`config.mk`:
```
export PLATFORM = sky130hd
export DESIGN_NAME = gate_sweep_ctrl_flat
export DESIGN_NICKNAME = d
export VERILOG_FILES = /design/src/rtl/gate_sweep_ctrl_if.sv /design/src/rtl/gate_sweep_ctrl.sv /design/src/flat_wrapper.sv
export SDC_FILE = /design/constraint.sdc
export NUM_CORES = 1
export LEC_CHECK = 0
export CAP_MARGIN = 40
export CORE_AREA = 2 2 94 60
export CTS_CLUSTER_DIAMETER = 50
export CTS_CLUSTER_SIZE = 28
export DETAILED_ROUTE_END_ITERATION = 6
export DIE_AREA = 0 0 96 62
export PLACE_DENSITY_LB_ADDON = 0.08
export REMOVE_ABC_BUFFERS = 1
export SYNTH_ARGS = -nofsm -noshare
export SYNTH_HDL_FRONTEND = slang
export SYNTH_SLANG_ARGS = --single-unit
```
`constraint.sdc`:
```
create_clock -name clk -period 2.1 [get_ports clk]
set_input_delay 0.42 -clock clk [delete_from_list [all_inputs] [get_ports clk]]
set_output_delay 0.42 -clock clk [all_outputs]
set_load 0.05 [all_outputs]
```
`src/rtl/gate_sweep_ctrl_if.sv`:
```
`default_nettype none
// ============================================================================
// gate_sweep_ctrl_if : handshake/status bundle between sweep controller and host
// Revision: 1.0
// ============================================================================
interface gate_sweep_ctrl_if;
  logic        start;
  logic        abort;
  logic [7:0]  g_out;
  logic        in1;
  logic        in2;
  logic        busy;
  logic        done;
  logic        pass;
  logic [2:0]  err_count;
  logic [3:0]  fail_mask;
  logic [31:0] result;

  modport master (
    output start, abort, g_out,
    input  in1, in2, busy, done, pass, err_count, fail_mask, result
  );

  modport slave (
    input  start, abort, g_out,
    output in1, in2, busy, done, pass, err_count, fail_mask, result
  );
endinterface
`default_nettype wire

```
`src/rtl/gate_sweep_ctrl.sv`:
```
`default_nettype none
// ============================================================================
// gate_sweep_ctrl : sweeps {in1,in2} over 00..11 and checks an 8-gate unit
// Revision: 1.0
// ============================================================================
module gate_sweep_ctrl #(
  parameter int SETTLE = 2
) (
  input  wire logic         clk,
  input  wire logic         rst_n,
  gate_sweep_ctrl_if.slave  bus
);

  typedef enum logic [1:0] {
    S_IDLE   = 2'd0,
    S_SETTLE = 2'd1,
    S_SAMPLE = 2'd2,
    S_DONE   = 2'd3
  } state_t;

  localparam logic [3:0] c_SETTLE_LAST = 4'(SETTLE - 1);

  state_t      state_q, state_d;
  logic [1:0]  vec_q, vec_d;
  logic [3:0]  cnt_q, cnt_d;
  logic        in1_q, in1_d;
  logic        in2_q, in2_d;
  logic        done_q, done_d;
  logic        pass_q, pass_d;
  logic [2:0]  err_q, err_d;
  logic [3:0]  mask_q, mask_d;
  logic [31:0] result_q, result_d;

  logic [7:0]  w_exp;
  logic [1:0]  w_vec_nxt;

  // Bit order matches g_out: buffer,xnor,xor,nor,nand,not,or,and (MSB..LSB)
  assign w_exp = {in1_q, ~(in1_q ^ in2_q), in1_q ^ in2_q, ~(in1_q | in2_q),
                  ~(in1_q & in2_q), ~in1_q, in1_q | in2_q, in1_q & in2_q};
  assign w_vec_nxt = vec_q + 2'd1;

  always_comb begin
    state_d  = state_q;
    vec_d    = vec_q;
    cnt_d    = cnt_q;
    in1_d    = in1_q;
    in2_d    = in2_q;
    done_d   = 1'b0;
    pass_d   = pass_q;
    err_d    = err_q;
    mask_d   = mask_q;
    result_d = result_q;

    case (state_q)
      S_IDLE: begin
        if (bus.start && !bus.abort) begin
          result_d = '0;
          err_d    = '0;
          mask_d   = '0;
          pass_d   = 1'b0;
          vec_d    = 2'd0;
          cnt_d    = '0;
          in1_d    = 1'b0;
          in2_d    = 1'b0;
          state_d  = S_SETTLE;
        end
      end
      S_SETTLE: begin
        if (bus.abort) begin
          in1_d   = 1'b0;
          in2_d   = 1'b0;
          pass_d  = 1'b0;
          vec_d   = 2'd0;
          state_d = S_IDLE;
        end else if (cnt_q == c_SETTLE_LAST) begin
          state_d = S_SAMPLE;
        end else begin
          cnt_d = cnt_q + 4'd1;
        end
      end
      S_SAMPLE: begin
        if (bus.abort) begin
          in1_d   = 1'b0;
          in2_d   = 1'b0;
          pass_d  = 1'b0;
          vec_d   = 2'd0;
          state_d = S_IDLE;
        end else begin
          result_d[{vec_q, 3'b000} +: 8] = bus.g_out;
          // A vector counts once no matter how many gate bits disagree
          if (bus.g_out != w_exp) begin
            mask_d[vec_q] = 1'b1;
            err_d         = err_q + 3'd1;
          end
          if (vec_q == 2'd3) begin
            state_d = S_DONE;
          end else begin
            vec_d          = w_vec_nxt;
            {in1_d, in2_d} = w_vec_nxt;
            cnt_d          = '0;
            state_d        = S_SETTLE;
          end
        end
      end
      S_DONE: begin
        done_d  = 1'b1;
        pass_d  = (err_q == 3'd0);
        in1_d   = 1'b0;
        in2_d   = 1'b0;
        vec_d   = 2'd0;
        state_d = S_IDLE;
      end
      default: state_d = S_IDLE;
    endcase
  end

  always_ff @(posedge clk or negedge rst_n) begin
    if (!rst_n) begin
      state_q  <= S_IDLE;
      vec_q    <= '0;
      cnt_q    <= '0;
      in1_q    <= 1'b0;
      in2_q    <= 1'b0;
      done_q   <= 1'b0;
      pass_q   <= 1'b0;
      err_q    <= '0;
      mask_q   <= '0;
      result_q <= '0;
    end else begin
      state_q  <= state_d;
      vec_q    <= vec_d;
      cnt_q    <= cnt_d;
      in1_q    <= in1_d;
      in2_q    <= in2_d;
      done_q   <= done_d;
      pass_q   <= pass_d;
      err_q    <= err_d;
      mask_q   <= mask_d;
      result_q <= result_d;
    end
  end

  assign bus.in1       = in1_q;
  assign bus.in2       = in2_q;
  assign bus.busy      = (state_q != S_IDLE);
  assign bus.done      = done_q;
  assign bus.pass      = pass_q;
  assign bus.err_count = err_q;
  assign bus.fail_mask = mask_q;
  assign bus.result    = result_q;

endmodule
`default_nettype wire

```
`src/flat_wrapper.sv`:
```
// flat-port wrapper written by rule: the top's interface ports become plain ports
module gate_sweep_ctrl_flat 
#(
  parameter int SETTLE = 2
)
  (clk, rst_n, bus_start, bus_abort, bus_g_out, bus_in1, bus_in2, bus_busy, bus_done, bus_pass, bus_err_count, bus_fail_mask, bus_result);
  gate_sweep_ctrl_if bus_i ();
  input  wire logic clk;
  input  wire logic rst_n;
  input wire logic [$bits(bus_i.start)-1:0] bus_start;
  input wire logic [$bits(bus_i.abort)-1:0] bus_abort;
  input wire logic [$bits(bus_i.g_out)-1:0] bus_g_out;
  output wire logic [$bits(bus_i.in1)-1:0] bus_in1;
  output wire logic [$bits(bus_i.in2)-1:0] bus_in2;
  output wire logic [$bits(bus_i.busy)-1:0] bus_busy;
  output wire logic [$bits(bus_i.done)-1:0] bus_done;
  output wire logic [$bits(bus_i.pass)-1:0] bus_pass;
  output wire logic [$bits(bus_i.err_count)-1:0] bus_err_count;
  output wire logic [$bits(bus_i.fail_mask)-1:0] bus_fail_mask;
  output wire logic [$bits(bus_i.result)-1:0] bus_result;
  assign bus_i.start = bus_start;
  assign bus_i.abort = bus_abort;
  assign bus_i.g_out = bus_g_out;
  assign bus_in1 = bus_i.in1;
  assign bus_in2 = bus_i.in2;
  assign bus_busy = bus_i.busy;
  assign bus_done = bus_i.done;
  assign bus_pass = bus_i.pass;
  assign bus_err_count = bus_i.err_count;
  assign bus_fail_mask = bus_i.fail_mask;
  assign bus_result = bus_i.result;
  gate_sweep_ctrl #(.SETTLE(SETTLE)) u_core (.clk(clk), .rst_n(rst_n), .bus(bus_i));
endmodule
```
* Word level (Yosys, flattened, before mapping)
Index checks and enable logic that the tools add are counted.
Widths: inputs -> output; s select.
** Cells by class
- $add $sub $neg :: 4
- Order comparisons :: 2
- Equal/unequal tests :: 16
- Shift operators :: 2
- Mux-type cells :: 40
- Bitwise logic cells :: 8
- Reduce and logical (&&, ||, !) cells :: 15
** Operators with widths (number)
- $mux 32 :: 2
- $pmux 32 s2 :: 1
- $bwmux 32 :: 1
- $shift 8x7->32 const A :: 1
- $shiftx 8x7->32 :: 1
- $mux 4 :: 7
- $mux 2 :: 9
- $pmux 2 s4 :: 2
- $pmux 4 s3 :: 1
- $ne 2x2->1 const B :: 5
- $mux 3 :: 3
- $mux 1 :: 8
- $ne 8x8->1 :: 1
- $pmux 1 s4 :: 2
- $pmux 4 s2 :: 1
- $neg 5->7 :: 1
- $eq 2x2->1 const B :: 3
- $ne 2x1->1 const B :: 3
- $pmux 3 s2 :: 1
- $reduce_and 3->1 :: 2
- $reduce_and 6->1 :: 1
- $add 4x1->4 const B :: 1
- $eq 4x1->1 const B :: 1
- $not 1->1 :: 4
- 22 further kinds :: 25
** Storage, ports and cells
- Bits in registers :: 51
- Input port bits :: 12
- Output and inout bits :: 44
- Word-level logic and storage cells :: 97

* Logic depth before layout (Yosys ltp)
Gate-level depths: netlist of the first run.
- Word-level depth :: 8
- Depth in mapped cells :: 8
- Depth with buffers taken out :: 6

* Least setup slack after synthesis of the first run
No wires, ideal clock.
- Path type :: register to register
- Start point :: reg u_core.vec_q[0] (netlist name)
- End point :: reg u_core.err_q[0], in the netlist u_core.bus.err_count[0]
- Data arrival time :: 2.186 ns
- Required time :: 2.021 ns
- Slack :: -0.165 ns
- Stages on the path, launching flop included :: 7
- Cell sequence :: dfrtp_1 inv_1 ha_1 and3b_1 o221ai_1 o21a_1 mux2i_1
** RTL lines
- to (signal assigned) :: RTL line gate_sweep_ctrl.sv:137 : err_q <= err_d;
- to (decl) :: RTL line gate_sweep_ctrl.sv:30 : logic [2:0] err_q, err_d;

* Worst setup path after layout of the first run
- Start point :: reg u_core.state_q[0]
- End point :: reg u_core.cnt_q[3]
** Between the ends
- Cells in the longest elaborated chain, start to end :: 3
- Elaborated cells on any way between the ends :: 11
** Ends and longest elaborated chain
- from (decl) :: RTL line gate_sweep_ctrl.sv:23 : state_t state_q, state_d;
- from (signal assigned) :: RTL line gate_sweep_ctrl.sv:130 : state_q <= state_d;
- $eq 2x2->1 (tied with other cells) :: RTL line gate_sweep_ctrl.sv:54 : case (state_q)
- $ne 2x2->1 (no line) (tied with other cells)
- $reduce_and 6->1 (no line)
- to (signal assigned) :: RTL line gate_sweep_ctrl.sv:132 : cnt_q <= cnt_d;
- to (decl) :: RTL line gate_sweep_ctrl.sv:25 : logic [3:0] cnt_q, cnt_d;
Parallel ways exist; a longest one is shown, timed or not.
A chain may end at the register's enable or synchronous reset.

==> flow_metrics.env, run 1 <==
export IMPL_core_area_mm2=0.00523
export IMPL_ant_nets=0
export IMPL_crit_path_max_fanout=6
export IMPL_worst_pin_slew_ns=0.502
export IMPL_whs_ns=0.0170
export IMPL_ys_seq_area_share_pct=49.6
export IMPL_hold_buffers=0
export IMPL_syn_avg_cell_area_um2=9.85
export IMPL_areaGrowthSynthToFinish_pct=38.0
export IMPL_fin_crit_sh_pct=95.0
export IMPL_grt_pass1_vias=1890
export IMPL_m1WireLength_mm=3.30
export IMPL_pre_cts_slack_ns=-0.0234
export IMPL_synth_most_common_cell="dfrtp_1"
export IMPL_cts_path_max_buffers=2
export IMPL_grt_util_all_layers_pct=21.7
export IMPL_num_vias=2074
export IMPL_max_freq_ghz=0.501
export IMPL_synth_top_area_share_pct=49.6
export IMPL_start_util_pct=47.3
export IMPL_synth_async_reset_ratio_pct=100
export IMPL_power_density_mw_per_mm2=980
export IMPL_nFillCells=443
export IMPL_antenna_cells=0
export IMPL_hold_path_class="in2async"
export IMPL_status="finished, final reports clean"
export IMPL_finalNetCount=360
export IMPL_setup_tns_ns=0
export IMPL_drc_errors=0
export IMPL_startpoint_type="flop"
export IMPL_multi_input_area_mm2=0.00112
export IMPL_setup_viol=0
export IMPL_cpMaxStageDelayCell="o32a_1"
export IMPL_wl_met2_mm=2.36
export IMPL_clkSinkCount=49
export IMPL_dpl_instance_area_mm2=0.00329
export IMPL_syn_cell_area_mm2=0.00247
export IMPL_seqCellArea_mm2=0.00123
export IMPL_synth_top_area_cell="dfrtp_1"
export IMPL_ctsRootBufferMaster="clkbuf_8"
export IMPL_post_route_util_pct=65.2
export IMPL_crit_family="compound AO/OA/AOI/OAI gates"
export IMPL_num_rows=21
export IMPL_vias_per_cell=5.13
export IMPL_pin_count=56
export IMPL_drt_first_pass_iters=4
export IMPL_ir_drop_mv=0.603
export IMPL_worstPathRequired_ns=2.35
export IMPL_dp_hpwl_mm=4.56
export IMPL_synth_common_cells="dfrtp_1, nand2_1, o21ai_0"
export IMPL_die_area_mm2=0.00595
export IMPL_wl_mm=6.02
export IMPL_fp_dieW_um=96
export IMPL_layout_setup_ws_ns=0.105
export IMPL_synth_cell_types=43
export IMPL_drive_gt1_share_pct=15.8
export IMPL_ys_flop_type="dfrtp_1"
export IMPL_htree_levels=2
export IMPL_grt_pass1_wl_mm=9.66
export IMPL_grt_ovfl_total=0
export IMPL_yosys_warnings=0
export IMPL_cp_buffers_inverters=2
export IMPL_finalInstanceArea_mm2=0.00341
export IMPL_clk_latency_ns=0.30
export IMPL_hold_viol_final=0
export IMPL_crit_type="reg2reg"
export IMPL_cts_buffers=5
export IMPL_path_cells="inv_1 -> ha_2 -> buf_4 -> and2_1 -> o32a_1 -> o41ai_2 -> a22o_1"
export IMPL_drv_slew=0
export IMPL_grt_max_degree=18
export IMPL_period_needed_ns=2.00
export IMPL_clkTransAtPathRegs_ns=0.09
export IMPL_gp_congestion=0.927
export IMPL_fin_worst_skew_ns=0.00724
export IMPL_synth_edf_count=0
export IMPL_cpPeakStageDelay_ns=0.42
export IMPL_maxSlewHeadroom_pct=66.4
export IMPL_synth_seq_cells=49
export IMPL_cap_violations=0
export IMPL_leakagePower_nw=1.51
export IMPL_crit_arrival_ns=2.24
export IMPL_antenna_found_initial=0
export IMPL_end_kind="flop"
export IMPL_highest_layer="met4"
export IMPL_cts_tree="yes"
export IMPL_synthTopCellsByArea="dfrtp_1, ha_1, o21ai_0, nand2_1, inv_1"
export IMPL_wl_met3_um=319
export IMPL_die_h_um=62
export IMPL_port_buffers=55
export IMPL_drtIter0Drc=61
export IMPL_wl_per_cell_um=14.9
export IMPL_syn_instance_count=251
## per-stage QoR
| step | power [mW] | std cells |
|---|---|---|
| after floorplan | 2.13 | 242 |
| after detailed placement | 2.72 | 395 |
| after CTS | 3.32 | 403 |
| after global routing | 3.56 | 404 |
| final | 3.34 | 404 |
| after global placement | 2.70 | 395 |
## layer usage
metal	up-vias	track usage (%)
li1	1043	-
met1	970	36.7
met2	56	27.4
met3	5	5.43
met4	0	3.67
met5	-	0
## repair_timing
action / 4_1_cts / 5_1_grt
setup endpoints to repair: 0 / 18
buffers inserted: 0 / 1
resized for setup: 0 / 5
## worst paths after layout
path,startpoint,endpoint,slack (ns),cells after the start
min in group clk,u_core.bus.result[4],u_core.bus.result[4],0.49,2
worst max register to register,u_core.state_q[0],u_core.cnt_q[3],0.10,7
max in group asynchronous,rst_n,u_core.vec_q[0],1.50,2
worst min-delay path,rst_n,u_core.bus.result[30],0.02,1
worst min register to register,u_core.bus.result[4],u_core.bus.result[4],0.49,2
worst max-delay path,u_core.state_q[0],u_core.cnt_q[3],0.10,7
## final cells by class
cell class | count | area share [%]
Clock buffer | 6 | 2.42
Clock inverter | 2 | 0.404
Inverter | 27 | 2.97
Multi-Input combinational cell | 166 | 32.9
Sequential cell | 49 | 36.0
Tap cell | 69 | 2.53
Timing Repair Buffer | 85 | 22.8
## power by group
part	internal, mW	switching, mW	total (mW)
combinational	0.626	0.957	1.58
sequential	1.07	0.102	1.17
clock	0.268	0.323	0.591
total	1.96	1.38	3.34
## worst register-to-register path, delay by kind of cell (launching register included)
family,cells,cell delay (ns)
DFF,1,0.39
and+or+nand+nor,1,0.15
AOI/OAI and AO/OA,3,0.91
adders and majority gates,1,0.23
buffers and inverters,2,0.26
## registers in the layout, indices dropped and copies added (netlist names)
name and cells:
u_core.bus.fail_mask 4, u_core.vec_q 2, u_core.bus.done 1, u_core.cnt_q 4, u_core.bus.result 32, u_core.bus.err_count 3, u_core.state_q 2, u_core.bus.pass 1
## layout by cell type, fill, tap and decap left out, types with 2 or more instances in the layout
cell type / synthesis / layout
a21boi_0: 2 / 2
a21o_1: 2 / 2
a21oi_1: 4 / 4
a22o_1: 11 / 11
and3_1: 2 / 2
and3b_1: 4 / 4
buf_4: 0 / 31
clkbuf_8: 0 / 6
clkdlybuf4s50_1: 0 / 52
dfrtp_1: 49 / 48
ha_1: 14 / 13
inv_1: 27 / 27
mux2_2: 3 / 3
mux2i_1: 4 / 4
nand2_1: 30 / 30
nand2b_1: 2 / 2
nand3_1: 16 / 16
nor2_1: 4 / 3
nor2b_1: 4 / 4
nor3_1: 3 / 3
nor3b_1: 4 / 4
nor4_1: 2 / 2
o21ai_0: 30 / 30
o21ai_1: 3 / 3
or3_1: 3 / 2
## cells by family after synthesis
logic type	synth area share [%]
simple gates	17.2
flops	49.6
compound gates	16.8
mux	3.54
fa+ha+maj	7.09
buf+inv	5.72
No activity file was read; power rests on OpenSTA's default activity.
==> run 2: changes to the inputs <==
Settings changed: CORE_AREA 2 2 94 60 to 2 2 89 57, CTS_BUF_LIST set to sky130_fd_sc_hd__clkbuf_4, DIE_AREA 0 0 96 62 to 0 0 91 59, GPL_TIMING_DRIVEN set to 0.
Clock period 2.1 ns to 2.6 ns, I/O delays scaled along.
==> run 2 against run 1 <==
  * Utilization grew 6.2 points
  * Highest routed layer unchanged
  * Combinational power fell by 29%
  * First-iteration DRC count increased to 2.7 times the previous value
  * Power is 22% lower
  * Critical endpoint is now bus_in2
  * Design area shrank 6.4%
  * Clock power shrank 8.3%
  * Cell count decreased by 8.2%
==> flow_metrics.env, run 2 (synthesis gave the netlist of run 1 again) <==
export IMPL_wl_mm=5.72
export IMPL_clk_latency_ns=0.37
export IMPL_clkSinkCount=49
export IMPL_largest_reg_flops=32
export IMPL_path_cells="clkdlybuf4s50_1"
export IMPL_hold_viol_final=0
export IMPL_start_util_pct=55.3
export IMPL_drc_errors=0
export IMPL_post_route_util_pct=71.4
export IMPL_mostFrequentLayoutCell="clkdlybuf4s50_1"
export IMPL_grt_pass1_vias=1927
export IMPL_drtIter0Drc=166
export IMPL_grt_ovfl_total=0
export IMPL_finalInstanceArea_mm2=0.00319
export IMPL_worst_pin_slew_ns=0.609
export IMPL_drive_gt1_share_pct=6.49
export IMPL_grt_max_degree=30
export IMPL_fin_worst_skew_ns=0.00534
export IMPL_setup_tns_ns=0
export IMPL_fin_crit_sh_pct=92.1
export IMPL_vias_per_cell=5.47
export IMPL_grt_util_all_layers_pct=23.1
export IMPL_num_rows=19
export IMPL_end_kind="output port"
export IMPL_die_area_mm2=0.00537
export IMPL_dp_hpwl_mm=4.17
export IMPL_crit_type="reg2out"
export IMPL_ctsRootBufferMaster="clkbuf_4"
export IMPL_fin_cells=371
export IMPL_nFillCells=363
export IMPL_ir_drop_mv=0.650
export IMPL_drv_slew=0
export IMPL_layout_common_cells="clkdlybuf4s50_1, dfrtp_1, nand2_1, o21ai_0, inv_1"
export IMPL_fp_dieW_um=91
export IMPL_finalNetCount=333
export IMPL_die_h_um=59
export IMPL_dp_cells=363
export IMPL_areaGrowthSynthToFinish_pct=29.2
export IMPL_antenna_found_initial=0
export IMPL_grt_pass1_wl_mm=9.59
export IMPL_cts_tree="yes"
export IMPL_layout_setup_ws_ns=0.204
export IMPL_cpMaxStageDelayCell="clkdlybuf4s50_1"
export IMPL_clkTransAtPathRegs_ns=0.14
export IMPL_gp_congestion=0.901
export IMPL_status="finished, final reports clean"
export IMPL_ant_nets=0
export IMPL_worstPathRequired_ns=2.08
export IMPL_startpoint_type="flop"
export IMPL_setup_viol=0
export IMPL_cts_path_max_buffers=2
export IMPL_antenna_cells=0
export IMPL_crit_family="buffers and inverters"
export IMPL_power_density_mw_per_mm2=814
export IMPL_dpl_instance_area_mm2=0.00309
export IMPL_cap_violations=0
export IMPL_cpPeakStageDelay_ns=0.88
export IMPL_pin_count=56
export IMPL_post_cts_buffers=0
export IMPL_core_area_mm2=0.00447
export IMPL_fin_total_pwr_mw=2.60
export IMPL_htree_levels=2
export IMPL_crit_arrival_ns=1.88
export IMPL_num_vias=2030
export IMPL_cts_buffers=5
export IMPL_maxSlewHeadroom_pct=59.1
export IMPL_pre_cts_slack_ns=0.136
export IMPL_max_freq_ghz=0.417
export IMPL_crit_path_max_fanout=10
export IMPL_cp_buffers_inverters=1
export IMPL_whs_ns=0.0936
export IMPL_leakagePower_nw=1.39
export IMPL_period_needed_ns=2.40
export IMPL_port_buffers=55
export IMPL_wl_per_cell_um=15.4
export IMPL_rsz0062_at_grt="no"
export IMPL_hold_path_class="in2async"
export IMPL_drt_first_pass_iters=7
run 2: worst register-to-register path, stage by stage (launching register included):
cell      delay (ns)
dfrtp_1         0.62
inv_1           0.20
ha_1            0.47
and3b_1         0.22
o221ai_1        0.34
o21a_1          0.27
mux2i_1         0.19
run 2: path summary, 6_finish.rpt:
path,start,end,slack [ns],cells after the start
min in group clk,u_core.bus.result[4],u_core.bus.result[4],0.49,2
setup / recovery,u_core.vec_q[0],bus_in2,0.20,1
setup reg to reg,u_core.vec_q[0],u_core.bus.err_count[1],0.23,6
max in group asynchronous,rst_n,u_core.cnt_q[3],1.99,2
hold / removal,rst_n,u_core.bus.result[11],0.09,1
hold reg to reg,u_core.bus.result[4],u_core.bus.result[4],0.49,2
run 2: final cells by class:
type	instances	area (um2)	share of cell area [%]
multi-input combinational	166	1110	34.6
inverter	27	101	3.17
clock inverter	3	65.1	2.04
timing repair buffer	58	578	18.1
tap	63	78.8	2.47
sequential	49	1230	38.4
clock buffer	5	37.5	1.18
run 2: where the power goes:
group	internal, mW	switching, mW
Sequential	0.861	0.0809
Combinational	0.387	0.728
Clock	0.298	0.244
run 2: repair_timing:
item / in CTS / in global routing
resized for setup: 0 / 3
hold buffers: 0 / 0
setup endpoints to repair: 0 / 18
run 2: routing by layer:
metal / global-route usage, % / share of wire [%] / routed length (um) / vias to the layer above
met2: 33.4 / 42 / 2430 / 73
met4: 6.06 / 0.93 / 53 / 0
met5: 0 / 0 / 0 / -
li1: - / - / - / 988
met1: 35.1 / 49 / 2820 / 965
met3: 5.98 / 7.3 / 416 / 4
==> run 3: changes to the inputs <==
Settings changed: CAP_MARGIN 40 to not set.
==> run 3 against run 2 <==
  * Clock power about the same
  * Critical path type unchanged
  * Sequential power about the same
  * Utilization increased by 0.056 points
  * Largest power group unchanged
  * First-iteration DRC count decreased by 13%
==> flow_metrics.env, run 3 (synthesis gave the netlist of run 1 again) <==
export IMPL_grt_max_degree=30
export IMPL_crit_cells=1
export IMPL_crit_path_start="u_core.vec_q[0]"
export IMPL_drive_gt1_share_pct=6.86
export IMPL_cpPeakStageDelay_ns=0.88
export IMPL_pre_cts_slack_ns=-0.171
export IMPL_finalNetCount=331
export IMPL_dp_hpwl_mm=4.12
export IMPL_reg2reg_from="u_core.vec_q[0]"
export IMPL_grt_util_all_layers_pct=23.4
export IMPL_setup_viol=0
export IMPL_ir_drop_mv=0.724
export IMPL_clk_latency_ns=0.38
export IMPL_ctsRootBufferMaster="clkbuf_4"
export IMPL_cts_buffers=5
export IMPL_rrSetupSlack_ns=0.22
export IMPL_fp_dieW_um=91
export IMPL_drtIter0Drc=144
export IMPL_die_area_mm2=0.00537
export IMPL_cp_buffers_inverters=1
export IMPL_drc_errors=0
export IMPL_p_seq_share_pct=36.3
export IMPL_nFillCells=354
export IMPL_wl_mm=5.78
export IMPL_start_util_pct=55.3
export IMPL_grt_pass1_wl_mm=9.63
export IMPL_drv_slew=0
export IMPL_ant_nets=0
export IMPL_period_needed_ns=2.39
export IMPL_rr_worst_depth=6
export IMPL_fin_crit_sh_pct=91.8
export IMPL_mostFrequentLayoutCell="clkdlybuf4s50_1"
export IMPL_status="finished, final reports clean"
export IMPL_cts_tree="yes"
export IMPL_path_cells="clkdlybuf4s50_1"
export IMPL_crit_type="reg2out"
export IMPL_port_buffers=55
export IMPL_drt_first_pass_iters=4
export IMPL_cts_path_max_buffers=2
export IMPL_largest_reg_flops=32
export IMPL_wl_per_cell_um=15.7
export IMPL_clkSinkCount=49
export IMPL_worst_pin_slew_ns=0.764
export IMPL_startpoint_type="flop"
export IMPL_areaGrowthSynthToFinish_pct=29.3
export IMPL_core_area_mm2=0.00447
export IMPL_crit_family="buffers and inverters"
export IMPL_antenna_cells=0
export IMPL_end_kind="output port"
export IMPL_gp_congestion=0.901
export IMPL_power_density_mw_per_mm2=816
export IMPL_worstPathRequired_ns=2.08
export IMPL_intPower_mw=1.54
export IMPL_rsz0062_at_grt="no"
export IMPL_grt_pass1_vias=1900
export IMPL_die_h_um=59
export IMPL_grt_ovfl_total=0
export IMPL_layout_common_cells="clkdlybuf4s50_1, dfrtp_1, nand2_1, o21ai_0, inv_1"
export IMPL_num_vias=2022
export IMPL_max_freq_ghz=0.419
export IMPL_dp_cells=361
export IMPL_combPwrFrac_pct=43.0
export IMPL_hold_buffers=0
export IMPL_cap_violations=0
export IMPL_htree_levels=2
export IMPL_fin_cells=369
export IMPL_maxSlewHeadroom_pct=49.0
export IMPL_antenna_found_initial=0
export IMPL_hold_path_class="in2async"
export IMPL_hold_viol_final=0
export IMPL_p_clk_share_pct=20.8
export IMPL_crit_arrival_ns=1.87
export IMPL_crit_path_max_fanout=10
export IMPL_leakagePower_nw=1.38
export IMPL_cpMaxStageDelayCell="clkdlybuf4s50_1"
export IMPL_p_sw_share_pct=40.8
export IMPL_fin_worst_skew_ns=0.00558
export IMPL_layout_setup_ws_ns=0.213
export IMPL_num_rows=19
export IMPL_clkTransAtPathRegs_ns=0.13
export IMPL_critPathCapture="bus_in2"
export IMPL_p_sw_mw=1.06
export IMPL_vias_per_cell=5.48
export IMPL_worstReg2RegEnd="u_core.bus.err_count[1]"
export IMPL_pin_count=56
## run 3: cell types whose count changed in the layout (fill, tap and decap cells not counted)
| cell | before | now |
|---|---|---|
| nor2_2 | 0 | 1 |
| nor3_2 | 0 | 1 |
| a211oi_1 | 1 | 0 |
| buf_2 | 3 | 1 |
| nor3_1 | 3 | 2 |
| nor2_1 | 4 | 3 |
| a211oi_2 | 0 | 1 |
## run 3: final cells by class
type	instances	area (um2)	share of cell area, %
inverters	27	101	3.17
repair buffers	56	568	17.8
flip-flops and latches	49	1230	38.4
clock inverters	3	65.1	2.04
clock buffers	5	37.5	1.17
multi-input cells	166	1120	35.0
well taps	63	78.8	2.47
## run 3: power by group through the flow
| stage | registers [mW] | logic (mW) | clock network, mW |
|---|---|---|---|
| 2_1_floorplan | 1.18 | 0.539 | 0 |
| 3_3_place_gp | 0.956 | 1.08 | 0 |
| 3_5_place_dp | 0.961 | 1.10 | 0 |
| 4_1_cts | 0.946 | 1.11 | 0.550 |
| 5_1_grt | 0.964 | 1.22 | 0.583 |
| 6_report | 0.945 | 1.12 | 0.541 |
## run 3: routing by layer
metal	up-vias	track usage (%)	share of wire, %
met5	-	0	0
met4	0	7.58	1.1
met3	6	5.85	6.0
met2	65	32.4	44
met1	970	36.1	49
li1	981	-	-
## run 3: worst min path at each step
stage	depth (start not counted)	end	slack (ns)
finish	1	u_core.bus.result[11]	0.09
global route	1	u_core.bus.result[11]	0.11
CTS	1	u_core.bus.result[11]	0.11
detailed placement	2	u_core.bus.result[4]	0.47
global placement	2	u_core.bus.result[5]	0.46
floorplan	0	u_core.bus.done	0.22
## run 3: per-stage QoR
stage,cell area [um2],util (%),TNS (ns),hold WS (ns),power (mW)
final,3200,71.5,0,0.0863,2.61
after global routing,3200,71.5,0,0.105,2.76
after CTS,3190,71.3,0,0.109,2.61
after detailed placement,3080,68.8,-1.37,0.470,2.06
after global placement,3060,68.5,-19.46,0.460,2.04
after floorplan,2430,-,0,0.224,1.72
## run 3: what timing repair did
action	in CTS	in global routing
gates resized for setup	2	4
endpoints found under the setup margin	14	30
setup buffers	0	0
